$ cat src/rtl/fht_but_sched.sv
`default_nettype none
// ============================================================================
//  Module      : fht_but_sched
//  Description : Address and stage sequencer for the in-place radix-2 FHT.
//                Issues one butterfly per cycle (three read addresses plus a
//                twiddle index), replays the x0/x1 addresses as write-back
//                addresses RD_LAT+1 cycles later, and drains between stages
//                so that every write of a stage lands before the next stage
//                reads.
//  Revision    : 1.0 - initial release
// ============================================================================
module fht_but_sched #(
   parameter int N_LOG  = 10,
   parameter int RD_LAT = 1
) (
   input  logic               iCLK,
   input  logic               iRESET,
   input  logic               iSTART,
   output logic               oBUSY,
   output logic               oDONE,
   output logic [N_LOG-1:0]   oSTAGE,
   output logic               oRD_EN,
   output logic [N_LOG-1:0]   oRD_ADDR_0,
   output logic [N_LOG-1:0]   oRD_ADDR_1,
   output logic [N_LOG-1:0]   oRD_ADDR_2,
   output logic [N_LOG-2:0]   oW_ADDR,
   output logic               oWR_EN,
   output logic [N_LOG-1:0]   oWR_ADDR_0,
   output logic [N_LOG-1:0]   oWR_ADDR_1
);

   // Butterfly counter spans N/2 values; its low s bits are k, the rest the group.
   localparam logic [N_LOG-2:0] c_last_bfly  = {(N_LOG-1){1'b1}};
   localparam logic [N_LOG-1:0] c_last_stage = N_LOG'(N_LOG - 1);
   localparam logic [N_LOG-1:0] c_one        = N_LOG'(1);
   localparam logic [1:0]       c_drain_last = 2'(RD_LAT);
   localparam int               c_pipe_w     = 2 * N_LOG + 1;

   typedef enum logic [1:0] {
      ST_IDLE  = 2'd0,
      ST_RUN   = 2'd1,
      ST_DRAIN = 2'd2,
      ST_DONE  = 2'd3
   } state_t;

   state_t             r_state;
   state_t             w_state_nxt;
   logic [N_LOG-1:0]   r_stage;
   logic [N_LOG-1:0]   w_stage_nxt;
   logic [N_LOG-2:0]   r_bfly;
   logic [N_LOG-2:0]   w_bfly_nxt;
   logic [1:0]         r_drain;
   logic [1:0]         w_drain_nxt;

   logic [N_LOG-1:0]   w_bz;
   logic [N_LOG-1:0]   w_h;
   logic [N_LOG-1:0]   w_mask;
   logic [N_LOG-1:0]   w_k;
   logic [N_LOG-1:0]   w_base;
   logic [N_LOG-1:0]   w_a0;
   logic [N_LOG-1:0]   w_a1;
   logic [N_LOG-1:0]   w_a2;
   logic [N_LOG-2:0]   w_kt;
   logic [N_LOG-1:0]   w_wsh;
   logic [N_LOG-2:0]   w_w;
   logic               w_run_nxt;
   logic               w_busy_nxt;

   logic [c_pipe_w-1:0] r_wpipe [RD_LAT+1];

   // State and counter registers.
   always_ff @(posedge iCLK) begin
      if (iRESET) begin
         r_state <= ST_IDLE;
         r_stage <= '0;
         r_bfly  <= '0;
         r_drain <= '0;
      end else begin
         r_state <= w_state_nxt;
         r_stage <= w_stage_nxt;
         r_bfly  <= w_bfly_nxt;
         r_drain <= w_drain_nxt;
      end
   end

   // Next-state logic: k-first counting folded into one butterfly counter.
   always_comb begin
      w_state_nxt = r_state;
      w_stage_nxt = r_stage;
      w_bfly_nxt  = r_bfly;
      w_drain_nxt = r_drain;
      case (r_state)
         ST_IDLE: begin
            if (iSTART) begin
               w_state_nxt = ST_RUN;
               w_stage_nxt = '0;
               w_bfly_nxt  = '0;
            end
         end
         ST_RUN: begin
            if (r_bfly == c_last_bfly) begin
               w_state_nxt = ST_DRAIN;
               w_drain_nxt = '0;
            end else begin
               w_bfly_nxt = r_bfly + 1'b1;
            end
         end
         ST_DRAIN: begin
            if (r_drain == c_drain_last) begin
               if (r_stage == c_last_stage) begin
                  w_state_nxt = ST_DONE;
                  w_stage_nxt = '0;
               end else begin
                  w_state_nxt = ST_RUN;
                  w_stage_nxt = r_stage + 1'b1;
                  w_bfly_nxt  = '0;
               end
            end else begin
               w_drain_nxt = r_drain + 1'b1;
            end
         end
         ST_DONE: begin
            w_state_nxt = ST_IDLE;
         end
         default: begin
            w_state_nxt = ST_IDLE;
         end
      endcase
   end

   // Address decode for the butterfly about to be issued: a zero bit is
   // inserted at position s of the counter to form base+k.
   always_comb begin
      w_bz      = {1'b0, w_bfly_nxt};
      w_h       = c_one << w_stage_nxt;
      w_mask    = w_h - c_one;
      w_k       = w_bz & w_mask;
      w_base    = (w_bz & ~w_mask) << 1;
      w_a0      = w_base | w_k;
      w_a1      = w_a0 | w_h;
      w_a2      = w_base | w_h | ((w_h - w_k) & w_mask);
      w_kt      = w_k[N_LOG-2:0];
      w_wsh     = c_last_stage - w_stage_nxt;
      w_w       = w_kt << w_wsh;
      w_run_nxt = (w_state_nxt == ST_RUN);
      w_busy_nxt = (w_state_nxt == ST_RUN) || (w_state_nxt == ST_DRAIN);
   end

   // Registered read-side outputs.
   always_ff @(posedge iCLK) begin
      if (iRESET) begin
         oBUSY      <= 1'b0;
         oDONE      <= 1'b0;
         oSTAGE     <= '0;
         oRD_EN     <= 1'b0;
         oRD_ADDR_0 <= '0;
         oRD_ADDR_1 <= '0;
         oRD_ADDR_2 <= '0;
         oW_ADDR    <= '0;
      end else begin
         oBUSY      <= w_busy_nxt;
         oDONE      <= (w_state_nxt == ST_DONE);
         oSTAGE     <= w_busy_nxt ? w_stage_nxt : '0;
         oRD_EN     <= w_run_nxt;
         oRD_ADDR_0 <= w_run_nxt ? w_a0 : '0;
         oRD_ADDR_1 <= w_run_nxt ? w_a1 : '0;
         oRD_ADDR_2 <= w_run_nxt ? w_a2 : '0;
         oW_ADDR    <= w_run_nxt ? w_w  : '0;
      end
   end

   // Write-back pipeline: replays {rd_en, x0, x1} RD_LAT+1 cycles later.
   always_ff @(posedge iCLK) begin
      if (iRESET) begin
         for (int i = 0; i <= RD_LAT; i++) begin
            r_wpipe[i] <= '0;
         end
      end else begin
         r_wpipe[0] <= {oRD_EN, oRD_ADDR_0, oRD_ADDR_1};
         for (int i = 1; i <= RD_LAT; i++) begin
            r_wpipe[i] <= r_wpipe[i-1];
         end
      end
   end

   assign oWR_EN     = r_wpipe[RD_LAT][c_pipe_w-1];
   assign oWR_ADDR_0 = r_wpipe[RD_LAT][2*N_LOG-1:N_LOG];
   assign oWR_ADDR_1 = r_wpipe[RD_LAT][N_LOG-1:0];

endmodule
`default_nettype wire

$ cat config.mk
export PLATFORM = sky130hd
export DESIGN_NAME = fht_but_sched
export DESIGN_NICKNAME = d
export VERILOG_FILES = /design/src/rtl/fht_but_sched.sv
export SDC_FILE = /design/constraint.sdc
export NUM_CORES = 1
export LEC_CHECK = 0
export ABC_AREA = 1
export ABC_CLOCK_PERIOD_IN_PS = 4000
export BUFFER_PORTS_ARGS = -buffer_cell sky130_fd_sc_hd__buf_2
export CORE_ASPECT_RATIO = 0.6
export CORE_UTILIZATION = 35
export CTS_CLUSTER_DIAMETER = 30
export DETAILED_ROUTE_END_ITERATION = 10
export PLACE_DENSITY_LB_ADDON = 0.3
export SLEW_MARGIN = 15
export SYNTH_ARGS = -nofsm -noshare
export SYNTH_HDL_FRONTEND = slang
export SYNTH_SLANG_ARGS = --single-unit
$ cat constraint.sdc
create_clock -name iCLK -period 4 [get_ports iCLK]
set_input_delay 0.8 -clock iCLK [delete_from_list [all_inputs] [get_ports iCLK]]
set_output_delay 0.8 -clock iCLK [all_outputs]
set_load 0.005 [all_outputs]
==> results of run 1 <==
## layout by cell type, fill, tap and decap left out, types with 11 or more instances in the layout
| master | synthesis | final |
|---|---|---|
| nand2_1 | 143 | 143 |
| inv_1 | 129 | 129 |
| nor2_1 | 122 | 120 |
| dfxtp_1 | 116 | 114 |
| buf_2 | 4 | 75 |
| nand3_1 | 59 | 59 |
| buf_4 | 23 | 29 |
| a21oi_1 | 28 | 28 |
| o21ai_0 | 17 | 17 |
| clkbuf_16 | 0 | 17 |
| nor2_2 | 9 | 11 |
| nand2_2 | 11 | 11 |
## synth_stat cells, drive strengths merged, types with 2 or more instances
library cell and n:
a21oi 34, a31oi 6, buf 29, clkbuf 9
dfxtp 116, ha 12, inv 139, nand2 155
nand3 65, nand4 13, nor2 135, nor3 11
o211ai 4, o21ai 28, o22ai 3, or2 2
xor2 5
## sequential cells by signal (all words and copies together), names as in the netlist
signal / flops
oSTAGE: 10
oRD_ADDR_2: 9
r_state: 2
oDONE: 1
r_stage: 10
oRD_EN: 1
oW_ADDR: 9
oRD_ADDR_1: 10
r_drain: 2
oRD_ADDR_0: 10
r_wpipe: 42
oBUSY: 1
r_bfly: 9
## cell families (layout without fill, tap and decap cells)
family / Yosys count / in the layout / share of synthesized area, %
adders and majority gates: 13 / 13 / 3.062
buffers and inverters: 178 / 276 / 13.71
DFF: 116 / 116 / 41.79
xor gates and xnor gates: 6 / 6 / 0.9457
muxes: 1 / 1 / 0.1801
AOI/OAI and AO/OA: 79 / 79 / 8.579
and+or+nand+nor: 383 / 383 / 31.73
## layer usage
| metal | share of wire, % | track usage [%] |
|---|---|---|
| met1 | 54 | 30.33 |
| met2 | 35 | 23.17 |
| met3 | 11 | 7.006 |
| met4 | 0.47 | 4.305 |
| met5 | 0 | 0 |
## layout make-up
cell class / instances / area, sq um / area share, %
multi-input combinational: 482 / 2492 / 36.71
sequential: 116 / 2325 / 34.24
timing repair buffer: 104 / 593.1 / 8.736
inverter: 140 / 528.0 / 7.777
clock buffer: 17 / 425.4 / 6.266
tap: 203 / 254.0 / 3.741
clock inverter: 15 / 171.4 / 2.525
## worst max-delay path, delay by kind of cell, from the launching register on
kind / cells / cell delay (ns)
buf+inv: 2 / 0.17
fa+ha+maj: 2 / 0.75
simple gates: 20 / 2.12
flops: 1 / 0.51
compound gates: 1 / 0.05
## how the worst max path moves through the flow
stage | startpoint | end | cells past startpoint
floorplan | iSTART | oRD_ADDR_2[8] | 25
global route | r_stage[2] | oRD_ADDR_2[8] | 25
finish | r_stage[2] | oRD_ADDR_2[8] | 25
detailed placement | iSTART | oRD_ADDR_2[8] | 26
global placement | iSTART | oRD_ADDR_2[5] | 25
CTS | r_drain[1] | oRD_ADDR_2[8] | 25
## metrics by stage
| step | cells | setup WS, ns | total power [mW] | area, sq um |
|---|---|---|---|---|
| final | 1077 | 0.3178 | 2.786 | 6789 |
| after global routing | 1077 | 0.008458 | 2.882 | 6789 |
| after CTS | 1077 | 0.1609 | 2.813 | 6766 |
| after detailed placement | 1045 | -0.005655 | 1.281 | 6170 |
| after global placement | 1045 | 0.1252 | 1.280 | 6170 |
| after floorplan | 776 | 0.1548 | 1.249 | 5557 |
## where the power goes
part           internal (mW)  switching [mW]  total, mW
Clock                  0.935           0.594       1.53
Combinational         0.0237          0.0600     0.0837
Sequential              1.17         0.00605       1.17
## what timing repair did
action,CTS,global route
setup buffers,0,0
gates resized for setup,0,7
hold buffers,0,0
endpoints found under the setup margin,0,7
==> results.yml, run 1 <==
floorplan:
  coreArea_sq_um: 15410
  die_width_microns: 164.7
  ios: 76
  dieArea_sq_um: 16400
  rows: 35
  die_y_microns: 99.60
  start_util_pct: 36.05
clock_tree:
  htreeDepth: 4
  root_buffer: "clkbuf_16"
  clock-sinks: 116
  clock_path_buffers: 2
  numCtsBuffers: 17
  clk_latency_ns: 0.41
  cts_tree: "done"
  clkTransAtPathRegs_ns: 0.06
critical_path:
  startpoint_type: "register"
  r2r_start: "r_stage[2]"
  r2r-end: "oRD_ADDR_2[8]"
  max_stage_delay_ns: 0.51
  worst-path-max-fanout: 8
  cp-end-kind: "register"
  worstSetupPathType: "register to register"
  required_ns: 4.30
  cp_slowest_cell: "dfxtp_1"
  r2r_setup_slack_ns: 0.32
  cp_data_arrival_time_ns: 3.98
  cp_common_cell: "nand2_1"
  rr_worst_depth: 25
logic_synthesis:
  yosys-top-cells-area: "dfxtp_1, nand2_1, inv_1, nor2_1, nand3_1"
  synth.top_cell.area_share_pct: 41.79
  ys_types: 47
  synth-seq-cells: 116
  synth-main-ff-cell: "dfxtp_1"
  synthesis.nets: 792
  yosysSeqAreaShare_pct: 41.79
  yosysTopAreaCell: "dfxtp_1"
  async_reset_ff_share_pct: 0
  syn_area_per_cell_sq_um: 7.161
  synth_area_sq_um: 5557
  yosys_warnings: 0
  synth_edf_count: 0
  synth_cells: 776
cells_and_area:
  layout-drive-gt1-share_pct: 23.11
  antenna_cells: 0
  n_fill_cell: 1597
  post-route-util_pct: 44.04
  nets: 877
  syn2layout_area_growth_pct: 22.18
timing:
  worstMarginPinSlew_ns: 0.7646
  slew_headroom_pct: 49.03
  finalSetupTns_ns: 0
  min_period_ns: 3.682
  rsz0062_at_grt: "false"
  maxSlewViolCount: 0
  setup_violations: 0
  whs_ns: 0.4008
  timing.final.crit_share_pct: 92.05
  fmax_mhz: 271.6
  final.setup_skew_ns: 0.008891
  hold_violations: 0
grt:
  grt_pass1_vias: 4477
  antenna_found_initial: 0
  grt.overflow.total: 0
  grt_pass1_wl_microns: 23890
  grt_usage_pct: 19.11
  grt_max_degree: 66
job:
  max_cap_violations: 0
detailed_routing:
  totalWireLength_microns: 14880
  drc: 0
  drt-pass1-iter-count: 5
  initialDrtViolationCount: 409
  ant_nets: 0
  via_per_inst: 4.599
  wl_per_cell_microns: 13.82
  vias: 4953
place:
  place_congestion: 0.9701
  portBuffers: 75
  dp_hpwl_microns: 11320
min_path:
  holdPathEnd: "r_wpipe[0][27]"
  min_from: "r_wpipe[0][6]"
  hold_depth: 2
  hold_class: "register to register"
pwr:
  ir_worst_vdd_uv: 226.1
  leakage_nw: 3.268
  power.density_nw_per_um2: 410.3
run_status:
  status: "finished clean"
(Power assumes the default switching activity.)
==> run 2, diff against run 1 <==
--- a/config.mk
+++ b/config.mk
@@ -6,11 +6,13 @@
 export NUM_CORES = 1
 export LEC_CHECK = 0
 export ABC_AREA = 1
-export ABC_CLOCK_PERIOD_IN_PS = 4000
+export ABC_CLOCK_PERIOD_IN_PS = 4400
 export BUFFER_PORTS_ARGS = -buffer_cell sky130_fd_sc_hd__buf_2
 export CORE_ASPECT_RATIO = 0.6
 export CORE_UTILIZATION = 35
+export CTS_BUF_LIST = sky130_fd_sc_hd__clkbuf_8 sky130_fd_sc_hd__clkbuf_16
 export CTS_CLUSTER_DIAMETER = 30
+export CTS_CLUSTER_SIZE = 40
 export DETAILED_ROUTE_END_ITERATION = 10
 export PLACE_DENSITY_LB_ADDON = 0.3
 export SLEW_MARGIN = 15
==> constraint.sdc (replaced) <==
create_clock -name iCLK -period 4.4 [get_ports iCLK]
set_input_delay 0.88 -clock iCLK [delete_from_list [all_inputs] [get_ports iCLK]]
set_output_delay 0.88 -clock iCLK [all_outputs]
set_load 0.005 [all_outputs]
==> results.yml, run 2 (same netlist as run 1, synthesis figures left out) <==
clock_tree:
  cts_tree: "done"
  post-cts-setup-buffers: 0
  clkTransAtPathRegs_ns: 0.07
  holdBufCountCts: 0
  clock-sinks: 116
  clk_latency_ns: 0.41
  root_buffer: "clkbuf_16"
  postCtsResizedCells: 0
  numCtsBuffers: 17
  clock_path_buffers: 2
  htreeDepth: 4
grt:
  grt_max_degree: 66
  grt_pass1_vias: 4264
  grt_pass1_wl_microns: 23270
  antenna_found_initial: 0
  grt_usage_pct: 18.71
  grt.overflow.total: 0
detailed_routing:
  wl_per_cell_microns: 13.92
  via_per_inst: 4.725
  ant_nets: 0
  drt-pass1-iter-count: 6
  drc: 0
  vias: 5008
  initialDrtViolationCount: 486
  totalWireLength_microns: 14760
cells_and_area:
  regArea_sq_um: 2322
  multiInputGateArea_sq_um: 2472
  n_fill_cell: 1568
  post-route-util_pct: 43.23
  largest_reg_flops: 42
  final_area_sq_um: 6664
  final_cell_mix: "nand2_1, inv_1, nor2_1"
  antenna_cells: 0
  syn2layout_area_growth_pct: 19.93
  layout-drive-gt1-share_pct: 20.89
  nets: 860
  mostFrequentLayoutCell: "nand2_1"
  largest-register: "r_wpipe"
critical_path:
  required_ns: 4.69
  startpoint_type: "register"
  cp_data_arrival_time_ns: 4.26
  worst-path-max-fanout: 9
  worstSetupPathType: "register to register"
  cp-end-kind: "register"
pwr:
  leakage_nw: 3.199
  ir_worst_vdd_uv: 173.8
  p_sw_uw: 609.3
  power_frac_clock_pct: 56.1
  p_comb_share_pct: 2.9
  power.density_nw_per_um2: 389.9
  p_seq_share_pct: 41.0
  p_int_mw: 1.989
  swShare_pct: 23.45
timing:
  timing.final.crit_share_pct: 90.18
  setup_violations: 0
  fmax_mhz: 252.0
  hold_violations: 0
  finalWorstSetupSlack_ns: 0.4320
  slew_headroom_pct: 47.61
  min_period_ns: 3.968
  final.setup_skew_ns: 0.01758
  finalSetupTns_ns: 0
  whs_ns: 0.3946
  worstMarginPinSlew_ns: 0.7858
  maxSlewViolCount: 0
  rsz0062_at_grt: "false"
place:
  portBuffers: 75
  place_congestion: 0.9292
  placed_cell_area_sq_um: 6042
  pre_cts_ws_ns: 0.1498
  dp_hpwl_microns: 11280
floorplan:
  coreArea_sq_um: 15410
  rows: 35
  start_util_pct: 36.05
  dieArea_sq_um: 16400
  ios: 76
  die_y_microns: 99.60
  die_width_microns: 164.7
min_path:
  hold_class: "register to register"
job:
  max_cap_violations: 0
run_status:
  status: "finished clean"
[run 2: path summary, 6_finish.rpt]
| path | startpoint | endpoint | cells past startpoint | slack (ns) |
|---|---|---|---|---|
| max reg2reg | r_stage[5] | oRD_ADDR_2[9] | 24 | 0.43 |
| max | r_stage[5] | oRD_ADDR_2[9] | 24 | 0.43 |
| min | r_wpipe[0][13] | r_wpipe[0][34] | 2 | 0.39 |
| min reg2reg | r_wpipe[0][13] | r_wpipe[0][34] | 2 | 0.39 |
[run 2: layout make-up]
cell class,instances,share of cell area (%)
clock buffer,17,6.384
clock inverter,15,2.948
inverter,140,7.923
multi-input combinational,482,37.10
sequential,116,34.85
tap,203,3.811
timing repair buffer,87,6.985
[run 2: per-stage QoR]
step,total power [mW],std cells
floorplan,1.135,776
global placement,1.163,1028
detailed placement,1.162,1028
CTS,2.617,1060
global route,2.676,1060
finish,2.598,1060
[run 2: per-layer routing]
layer	part of all wire (%)	global-route usage (%)	wire length, microns
met2	34	22.20	5077
met3	10	5.129	1523
met4	0.58	4.446	85
met1	55	31.00	8072
met5	0	0	0
[run 2: critical path, cell delays in order (launching register included)]
cell and delay [ns]:
dfxtp_1 0.43, inv_1 0.12, nand3_1 0.13, nor2_2 0.05, nand2_1 0.09, nand3_2 0.10, a21oi_4 0.36, inv_4 0.15
nor3_2 0.25, nand2_1 0.15, nor2_1 0.16, inv_1 0.10, ha_1 0.24, nand3_2 0.18, o21ai_1 0.09, o21ai_2 0.13
nand2_2 0.13, ha_1 0.36, inv_1 0.08, nor2_1 0.13, nand3_1 0.10, nand3_1 0.08, nand2_1 0.07, nor2_1 0.09
o22ai_1 0.06
[run 2: power groups by stage]
stage          logic, mW  registers [mW]  clock network, mW
5_1_grt           0.0832            1.07               1.52
2_1_floorplan     0.0459            1.09                  0
4_1_cts           0.0735            1.07               1.48
6_report          0.0741            1.07               1.46
3_3_place_gp      0.0735            1.09                  0
3_5_place_dp      0.0729            1.09                  0
